<file path="src/rtl/gp01_dsp_pkg.sv">
// gp01_dsp_pkg: shared widths, legacy coefficients and saturation helper for the GP01 DSP chain
package gp01_dsp_pkg;
  localparam int NB_DATA_DEF  = 16;
  localparam int N_FF_DEF     = 4;
  localparam int N_FB_DEF     = 2;
  localparam int NB_SH_DEF    = 4;
  localparam int NB_GUARD_DEF = 4;
  localparam logic [N_FF_DEF-1:0]           LEGACY_FF_NEG   = 4'b0010;
  localparam logic [N_FB_DEF*NB_SH_DEF-1:0] LEGACY_FB_SHIFT = {4'd2, 4'd1};
  localparam logic [N_FB_DEF-1:0]           LEGACY_FB_NEG   = 2'b00;
  typedef struct packed {
    logic sat;
    logic hi;
  } sat_t;
  function automatic int acc_width(input int nb_data, input int nb_guard);
    return nb_data + nb_guard;
  endfunction
  function automatic int sh_lsb(input int j, input int nb_sh);
    return j * nb_sh;
  endfunction
  // sat flags an out-of-range sum; hi selects the positive clip rail over the negative one
  function automatic sat_t sat_to_width(input logic signed [63:0] acc, input int nb);
    logic signed [63:0] mx;
    sat_t r;
    mx    = (64'sd1 <<< (nb - 1)) - 64'sd1;
    r.hi  = acc > mx;
    r.sat = r.hi || (acc < -mx - 64'sd1);
    return r;
  endfunction
endpackage

</file>
<file path="src/rtl/iir_tap_line.sv">
// iir_tap_line: delay line of NB-bit words, newest word in the lowest slot
module iir_tap_line
  import gp01_dsp_pkg::*;
#(
  parameter int NB    = NB_DATA_DEF,
  parameter int DEPTH = 1
) (
  input  logic              clock,
  input  logic              i_rst_n,
  input  logic              i_en,
  input  logic              i_clr,
  input  logic [NB-1:0]     i_d,
  output logic [DEPTH*NB-1:0] o_taps
);
  logic [DEPTH*NB-1:0] r_taps;
  logic [DEPTH*NB-1:0] w_next;
  if (DEPTH == 1) begin : g_one
    assign w_next = i_d;
  end else begin : g_many
    assign w_next = {r_taps[(DEPTH-1)*NB-1:0], i_d};
  end
  // shift on enable; clear has priority over a same-cycle shift
  always_ff @(posedge clock or negedge i_rst_n) begin
    if (!i_rst_n) r_taps <= '0;
    else          r_taps <= i_clr ? '0 : (i_en ? w_next : r_taps);
  end
  assign o_taps = r_taps;
endmodule

</file>
<file path="src/rtl/iir_shift_filter.sv">
// iir_shift_filter: sign-coefficient FIR plus shift-coefficient feedback IIR with saturation
module iir_shift_filter
  import gp01_dsp_pkg::*;
#(
  parameter int NB_DATA  = NB_DATA_DEF,
  parameter int N_FF     = N_FF_DEF,
  parameter int N_FB     = N_FB_DEF,
  parameter int NB_SH    = NB_SH_DEF,
  parameter int NB_GUARD = NB_GUARD_DEF
) (
  input  logic                      clock,
  input  logic                      i_rst_n,
  input  logic                      i_valid,
  input  logic signed [NB_DATA-1:0] i_x,
  input  logic                      i_flush,
  input  logic [N_FF-1:0]           i_ff_neg,
  input  logic [N_FB*NB_SH-1:0]     i_fb_shift,
  input  logic [N_FB-1:0]           i_fb_neg,
  input  logic                      i_clr_sat,
  output logic signed [NB_DATA-1:0] o_y,
  output logic                      o_valid,
  output logic                      o_sat,
  output logic                      o_sat_sticky
);
  localparam int NB_ACC = acc_width(NB_DATA, NB_GUARD);
  localparam int N_XH   = (N_FF > 1) ? N_FF - 1 : 1;
  logic [N_XH*NB_DATA-1:0]   w_xh;
  logic [N_FB*NB_DATA-1:0]   w_yh;
  logic signed [NB_DATA-1:0] w_x [N_FF];
  logic signed [NB_DATA-1:0] w_y [N_FB];
  logic signed [NB_ACC-1:0]  w_acc;
  logic signed [NB_ACC-1:0]  w_fb;
  logic [NB_SH-1:0]          w_sh;
  sat_t                      w_sat;
  logic [NB_DATA-1:0]        w_y_new;
  logic                      w_take;
  logic signed [NB_DATA-1:0] r_y;
  logic                      r_valid;
  logic                      r_sat;
  logic                      r_sticky;
  assign w_take = i_valid & ~i_flush;
  if (N_FF > 1) begin : g_xh
    iir_tap_line #(.NB(NB_DATA), .DEPTH(N_FF - 1)) u_x_hist (
      .clock(clock), .i_rst_n(i_rst_n), .i_en(i_valid), .i_clr(i_flush),
      .i_d(i_x), .o_taps(w_xh)
    );
  end else begin : g_no_xh
    assign w_xh = '0;
  end
  iir_tap_line #(.NB(NB_DATA), .DEPTH(N_FB)) u_y_hist (
    .clock(clock), .i_rst_n(i_rst_n), .i_en(i_valid), .i_clr(i_flush),
    .i_d(w_y_new), .o_taps(w_yh)
  );
  for (genvar k = 0; k < N_FF; k++) begin : g_x
    if (k == 0) begin : g_cur
      assign w_x[k] = i_x;
    end else begin : g_old
      assign w_x[k] = w_xh[(k-1)*NB_DATA +: NB_DATA];
    end
  end
  for (genvar j = 0; j < N_FB; j++) begin : g_y
    assign w_y[j] = w_yh[j*NB_DATA +: NB_DATA];
  end
  // accumulate signed taps at guard width, then clip to the output rails
  always_comb begin
    w_acc = '0;
    w_fb  = '0;
    w_sh  = '0;
    for (int k = 0; k < N_FF; k++)
      w_acc = i_ff_neg[k] ? w_acc - NB_ACC'(w_x[k]) : w_acc + NB_ACC'(w_x[k]);
    for (int j = 0; j < N_FB; j++) begin
      w_sh  = i_fb_shift[sh_lsb(j, NB_SH) +: NB_SH];
      w_fb  = (w_sh == '0) ? NB_ACC'(0) : NB_ACC'(w_y[j]) >>> w_sh;
      w_acc = i_fb_neg[j] ? w_acc - w_fb : w_acc + w_fb;
    end
    w_sat   = sat_to_width(64'(w_acc), NB_DATA);
    w_y_new = !w_sat.sat ? w_acc[NB_DATA-1:0] :
              w_sat.hi   ? {1'b0, {(NB_DATA-1){1'b1}}} : {1'b1, {(NB_DATA-1){1'b0}}};
  end
  // output register; flush beats valid, fresh saturation beats sticky clear
  always_ff @(posedge clock or negedge i_rst_n) begin
    if (!i_rst_n) begin
      r_y      <= '0;
      r_valid  <= 1'b0;
      r_sat    <= 1'b0;
      r_sticky <= 1'b0;
    end else begin
      r_y      <= i_flush ? '0 : (i_valid ? w_y_new : r_y);
      r_valid  <= w_take;
      r_sat    <= w_take & w_sat.sat;
      r_sticky <= (w_take & w_sat.sat) | (r_sticky & ~i_clr_sat);
    end
  end
  assign o_y          = r_y;
  assign o_valid      = r_valid;
  assign o_sat        = r_sat;
  assign o_sat_sticky = r_sticky;
endmodule

</file>
<file path="config.mk">
export PLATFORM = sky130hd
export DESIGN_NAME = iir_shift_filter
export DESIGN_NICKNAME = d
export VERILOG_FILES = /design/src/rtl/gp01_dsp_pkg.sv /design/src/rtl/iir_tap_line.sv /design/src/rtl/iir_shift_filter.sv
export SDC_FILE = /design/constraint.sdc
export NUM_CORES = 1
export LEC_CHECK = 0
export BUFFER_PORTS_ARGS = -buffer_cell sky130_fd_sc_hd__buf_2
export CAP_MARGIN = 20
export CORE_MARGIN = 4
export CORE_UTILIZATION = 58
export DETAILED_ROUTE_END_ITERATION = 7
export PLACE_DENSITY = 0.88
export SYNTH_ARGS = -nofsm -noshare
export SYNTH_HDL_FRONTEND = slang
export SYNTH_SLANG_ARGS = --single-unit
export TNS_END_PERCENT = 5
</file>
<file path="constraint.sdc">
create_clock -name clock -period 8.13 [get_ports clock]
set_input_delay 1.626 -clock clock [delete_from_list [all_inputs] [get_ports clock]]
set_output_delay 1.626 -clock clock [all_outputs]
set_load 0.05 [all_outputs]
</file>
==> results.rst <==
.. list-table::
   :header-rows: 1

   * - Metric
     - Value
   * - Cell area after technology mapping
     - 0.01164 mm2
   * - Unrepaired setup endpoints after global routing
     - true
   * - Post-route antenna net violation count
     - 0
   * - Port bufs
     - 53
   * - Critical path capture point type
     - register
   * - Max Fanout on Critical Path
     - 7
   * - Count of filler cells inserted in the layout
     - 1217
   * - Final critical-path share of the clock period
     - 120.5%
   * - Row cnt
     - 51
   * - Diode count
     - 0
   * - Number of vias after detailed routing
     - 12748
   * - CTS H-tree depth
     - 3
   * - Full die area
     - 0.02240 mm2
   * - Number of buffers inserted during clock tree synthesis
     - 9
   * - Path class of the lowest-slack min-delay path
     - reg2reg
   * - Share of post-route cells with drive strength above 1
     - 27.32%
   * - Delay contributed by the slowest stage of the critical path
     - 0.45 ns
   * - Average wire length per cell after detail routing
     - 20.21 um
   * - Result of the run
     - finished, violations left
   * - Starting Density
     - 59.41%
   * - Total negative slack for setup checks
     - -28.94 ns
   * - Top cell type's share of synthesized area
     - 17.85%
   * - Dominant register cell in the synthesized netlist
     - sky130_fd_sc_hd__dfrtp_1
   * - Insertion delay to the later sink of the worst-skew pair
     - 0.36 ns
   * - First-pass GRT wire length
     - 59.57 mm
   * - Area growth from synthesis to final layout
     - 24.50%
   * - DRC viols
     - 0
   * - Maximum number of pins on one net before global-route repair
     - 67
   * - Nets in the synthesized netlist
     - 1584
   * - Post-synth cell types
     - 84
   * - Clock-pin slew of the registers on the worst-case setup and hold paths
     - 0.06 ns
   * - Startpoint class of the critical path
     - primary input
   * - I/O pin cnt
     - 54
   * - Number of antenna violations at the first check in global routing
     - 0
   * - Violated checks
     - negative setup slack
   * - Transition time of the tightest slew-check pin
     - 1.166 ns
   * - Number of detailed-routing iterations run before antenna repair
     - 8
   * - Worst path required time
     - 8.40 ns
   * - Share of the yosys chip area belonging to registers
     - 17.85%
   * - Setup skew after layout
     - 0.01098 ns
   * - Sink Count
     - 83
   * - Final WL
     - 39.52 mm
   * - Number of buffers inserted for hold repair after clock tree synthesis
     - 0
   * - Synthesis-stage register bit count
     - slightly above 80
   * - HPWL after detailed placement
     - 27.09 mm
   * - Top cells by area, synth
     - sky130_fd_sc_hd__dfrtp_1 18%, sky130_fd_sc_hd__ha_1 11%, sky130_fd_sc_hd__xnor2_1 9.3%
   * - Pins Over Slew Limit
     - 0
   * - Number of warnings reported in the yosys synthesis log
     - 0
   * - Number of cells produced by synthesis
     - 1443
   * - Average vias per placed instance
     - 6.517
   * - Post-synth EDFFs
     - 0
   * - Post-route minimum period
     - 9.800 ns
   * - Worst path arrival time
     - 10.07 ns
   * - Yosys top cell by area
     - sky130_fd_sc_hd__dfrtp_1
   * - Weighted congestion reported at the end of routability-driven placement
     - a little over 0.9
   * - Syn Area/Cell
     - 8.066 um2
   * - Max-capacitance violation count
     - 0
   * - Number of global-route vias before repair
     - 12141
   * - TritonCTS clock tree
     - yes
   * - Clock buffer depth
     - 2
   * - Post-layout net count
     - 1827
   * - Fmax achieved
     - 102.0 MHz
   * - Std-Cell Core Area
     - 0.01959 mm2
   * - Vertical die dimension
     - approximately 150 um
   * - GR Overflow Total
     - 0
   * - Die W
     - 149.7 um
   * - Worst Path Class, Setup
     - in2reg
   * - Most Frequent Cell on Critical Path
     - sky130_fd_sc_hd__ha_1
   * - Count of final hold-check violations
     - 0
   * - Library cell used as clock root buffer
     - sky130_fd_sc_hd__clkbuf_16
   * - Starting DRC count in detailed routing
     - 1480
   * - Setup violations, final
     - 18
   * - Critical Path Slowest Stage Cell
     - sky130_fd_sc_hd__xor3_2
   * - Share of async-settable or async-resettable flops after synthesis
     - 100.0%
   * - Overall fraction of global-route tracks in use
     - 32.53%
   * - Max_slew headroom
     - 22.23%
   * - Post-layout worst setup margin
     - -1.670 ns
cells by family after synthesis:
group                    count (synthesis)  synth area share (%)
AO/OA/AOI/OAI                          373                 21.15
XOR/XNOR                               158                 12.33
adder cells (fa/ha/maj)                106                 11.72
buffers and inverters                  143                 5.730
flip-flops                              83                 17.85
multiplexers                           128                 12.88
AND/OR/NAND/NOR                        452                 18.35
worst max-delay path: cells and delay by family:
family | cells | cell delay (ns)
AO/OA/AOI/OAI | 17 | 3.24
adder cells (fa/ha/maj) | 6 | 1.83
multiplexers | 1 | 0.39
XOR/XNOR | 6 | 1.43
buffers and inverters | 4 | 0.42
AND/OR/NAND/NOR | 8 | 1.09
final cells by class:
cell class | instances | area [um2] | area share (%)
Multi-Input combinational cell | 1218 | 9264 | 63.93
Timing Repair Buffer | 310 | 2261 | 15.60
Sequential cell | 83 | 2077 | 14.33
Tap cell | 265 | 331.6 | 2.288
Inverter | 64 | 245.2 | 1.692
Clock buffer | 10 | 239.0 | 1.649
Clock inverter | 6 | 72.57 | 0.5008
cell usage after synthesis (6+ instances only):
| library cell | n |
|---|---|
| sky130_fd_sc_hd__buf_1 | 7 |
| sky130_fd_sc_hd__a21oi_1 | 115 |
| sky130_fd_sc_hd__mux2_2 | 20 |
| sky130_fd_sc_hd__xnor2_1 | 123 |
| sky130_fd_sc_hd__or2_2 | 8 |
| sky130_fd_sc_hd__a21boi_0 | 10 |
| sky130_fd_sc_hd__o21bai_1 | 15 |
| sky130_fd_sc_hd__nand2_1 | 93 |
| sky130_fd_sc_hd__nand2b_1 | 16 |
| sky130_fd_sc_hd__o21ai_0 | 66 |
| sky130_fd_sc_hd__nor2b_1 | 25 |
| sky130_fd_sc_hd__mux2i_1 | 92 |
| sky130_fd_sc_hd__ha_1 | 101 |
| sky130_fd_sc_hd__nor4_1 | 7 |
| sky130_fd_sc_hd__nand3_1 | 16 |
| sky130_fd_sc_hd__a221oi_1 | 8 |
| sky130_fd_sc_hd__xor2_1 | 31 |
| sky130_fd_sc_hd__inv_1 | 62 |
| sky130_fd_sc_hd__a21o_1 | 25 |
| sky130_fd_sc_hd__a211oi_1 | 8 |
| sky130_fd_sc_hd__nor2_1 | 194 |
| sky130_fd_sc_hd__a22oi_1 | 7 |
| sky130_fd_sc_hd__and2_1 | 11 |
| sky130_fd_sc_hd__and3_1 | 7 |
| sky130_fd_sc_hd__mux4_2 | 14 |
| sky130_fd_sc_hd__o211ai_1 | 9 |
| sky130_fd_sc_hd__dfrtp_1 | 83 |
| sky130_fd_sc_hd__clkbuf_1 | 41 |
| sky130_fd_sc_hd__a22oi_2 | 8 |
| sky130_fd_sc_hd__buf_4 | 19 |
| sky130_fd_sc_hd__a31oi_1 | 20 |
| sky130_fd_sc_hd__o31ai_1 | 14 |
| sky130_fd_sc_hd__nor3_1 | 37 |
| sky130_fd_sc_hd__o21a_1 | 12 |
| sky130_fd_sc_hd__o31a_1 | 6 |
metal layers:
layer	vias up	track usage (%)	wire length (um)
met2	838	55.52	18950
met1	6040	41.15	15050
met3	200	4.391	3492
met4	0	14.36	2032
met5	-	0	0
li1	5670	-	-
metrics by stage:
step	setup slack (ns)	cells	hold slack, ns	util [%]	instance area (um2)
after global routing	-2.034	1956	0.5818	73.97	14490
after detailed placement	-1.643	1930	0.5363	70.35	13780
final	-1.670	1956	0.5461	73.97	14490
after global placement	-1.323	1930	0.5014	70.35	13780
after floorplan	-1.013	1443	0.4723	-	11750
after CTS	-1.153	1947	0.5520	72.38	14180
cell usage in the layout, fill, tap and decap left out, types with 9 or more instances in the layout:
| cell type | instances |
|---|---|
| sky130_fd_sc_hd__clkbuf_16 | 9 |
| sky130_fd_sc_hd__nor3_1 | 34 |
| sky130_fd_sc_hd__mux4_2 | 14 |
| sky130_fd_sc_hd__dfrtp_1 | 83 |
| sky130_fd_sc_hd__o31ai_1 | 12 |
| sky130_fd_sc_hd__xnor2_1 | 121 |
| sky130_fd_sc_hd__ha_1 | 98 |
| sky130_fd_sc_hd__o211ai_1 | 9 |
| sky130_fd_sc_hd__mux2i_1 | 92 |
| sky130_fd_sc_hd__nor2b_1 | 22 |
| sky130_fd_sc_hd__o21ai_1 | 9 |
| sky130_fd_sc_hd__inv_1 | 60 |
| sky130_fd_sc_hd__a21oi_1 | 104 |
| sky130_fd_sc_hd__mux2_2 | 19 |
| sky130_fd_sc_hd__a21o_1 | 25 |
| sky130_fd_sc_hd__nand3_1 | 16 |
| sky130_fd_sc_hd__o21ai_0 | 50 |
| sky130_fd_sc_hd__o21a_1 | 12 |
| sky130_fd_sc_hd__a22oi_2 | 13 |
| sky130_fd_sc_hd__nor2_1 | 189 |
| sky130_fd_sc_hd__buf_2 | 49 |
| sky130_fd_sc_hd__a31oi_1 | 19 |
| sky130_fd_sc_hd__xor2_1 | 30 |
| sky130_fd_sc_hd__nand2_1 | 91 |
| sky130_fd_sc_hd__and2_1 | 10 |
| sky130_fd_sc_hd__nand2b_1 | 15 |
| sky130_fd_sc_hd__buf_4 | 254 |
| sky130_fd_sc_hd__o21bai_1 | 15 |
| sky130_fd_sc_hd__a21oi_2 | 13 |
state kept, by name (all words and copies together), names as in the netlist:
signal,flops
u_y_hist.o_taps,32
g_xh.u_x_hist.o_taps,48
o_valid,1
o_sat,1
o_sat_sticky,1
repair_timing:
action	in CTS	in global routing
pin swaps	1	56
gates resized for setup	16	60
buffers inserted	0	10
endpoints found under the setup margin	18	18
gates cloned	1	0
worst paths after layout:
check,start,to,slack (ns),depth (start not counted)
setup / recovery,i_x[0],u_y_hist.o_taps[11],-1.67,42
hold / removal,u_y_hist.o_taps[16],u_y_hist.o_taps[16],0.55,2
setup reg to reg,g_xh.u_x_hist.o_taps[1],u_y_hist.o_taps[11],-0.93,42
hold reg to reg,u_y_hist.o_taps[16],u_y_hist.o_taps[16],0.55,2
max in group asynchronous,i_rst_n,u_y_hist.o_taps[11],5.80,2
min in group asynchronous,i_rst_n,g_xh.u_x_hist.o_taps[12],1.21,1
Power is left out: the tool's default activity adds up to more than one toggle a clock period on the data nets, which glitch-free logic cannot reach.
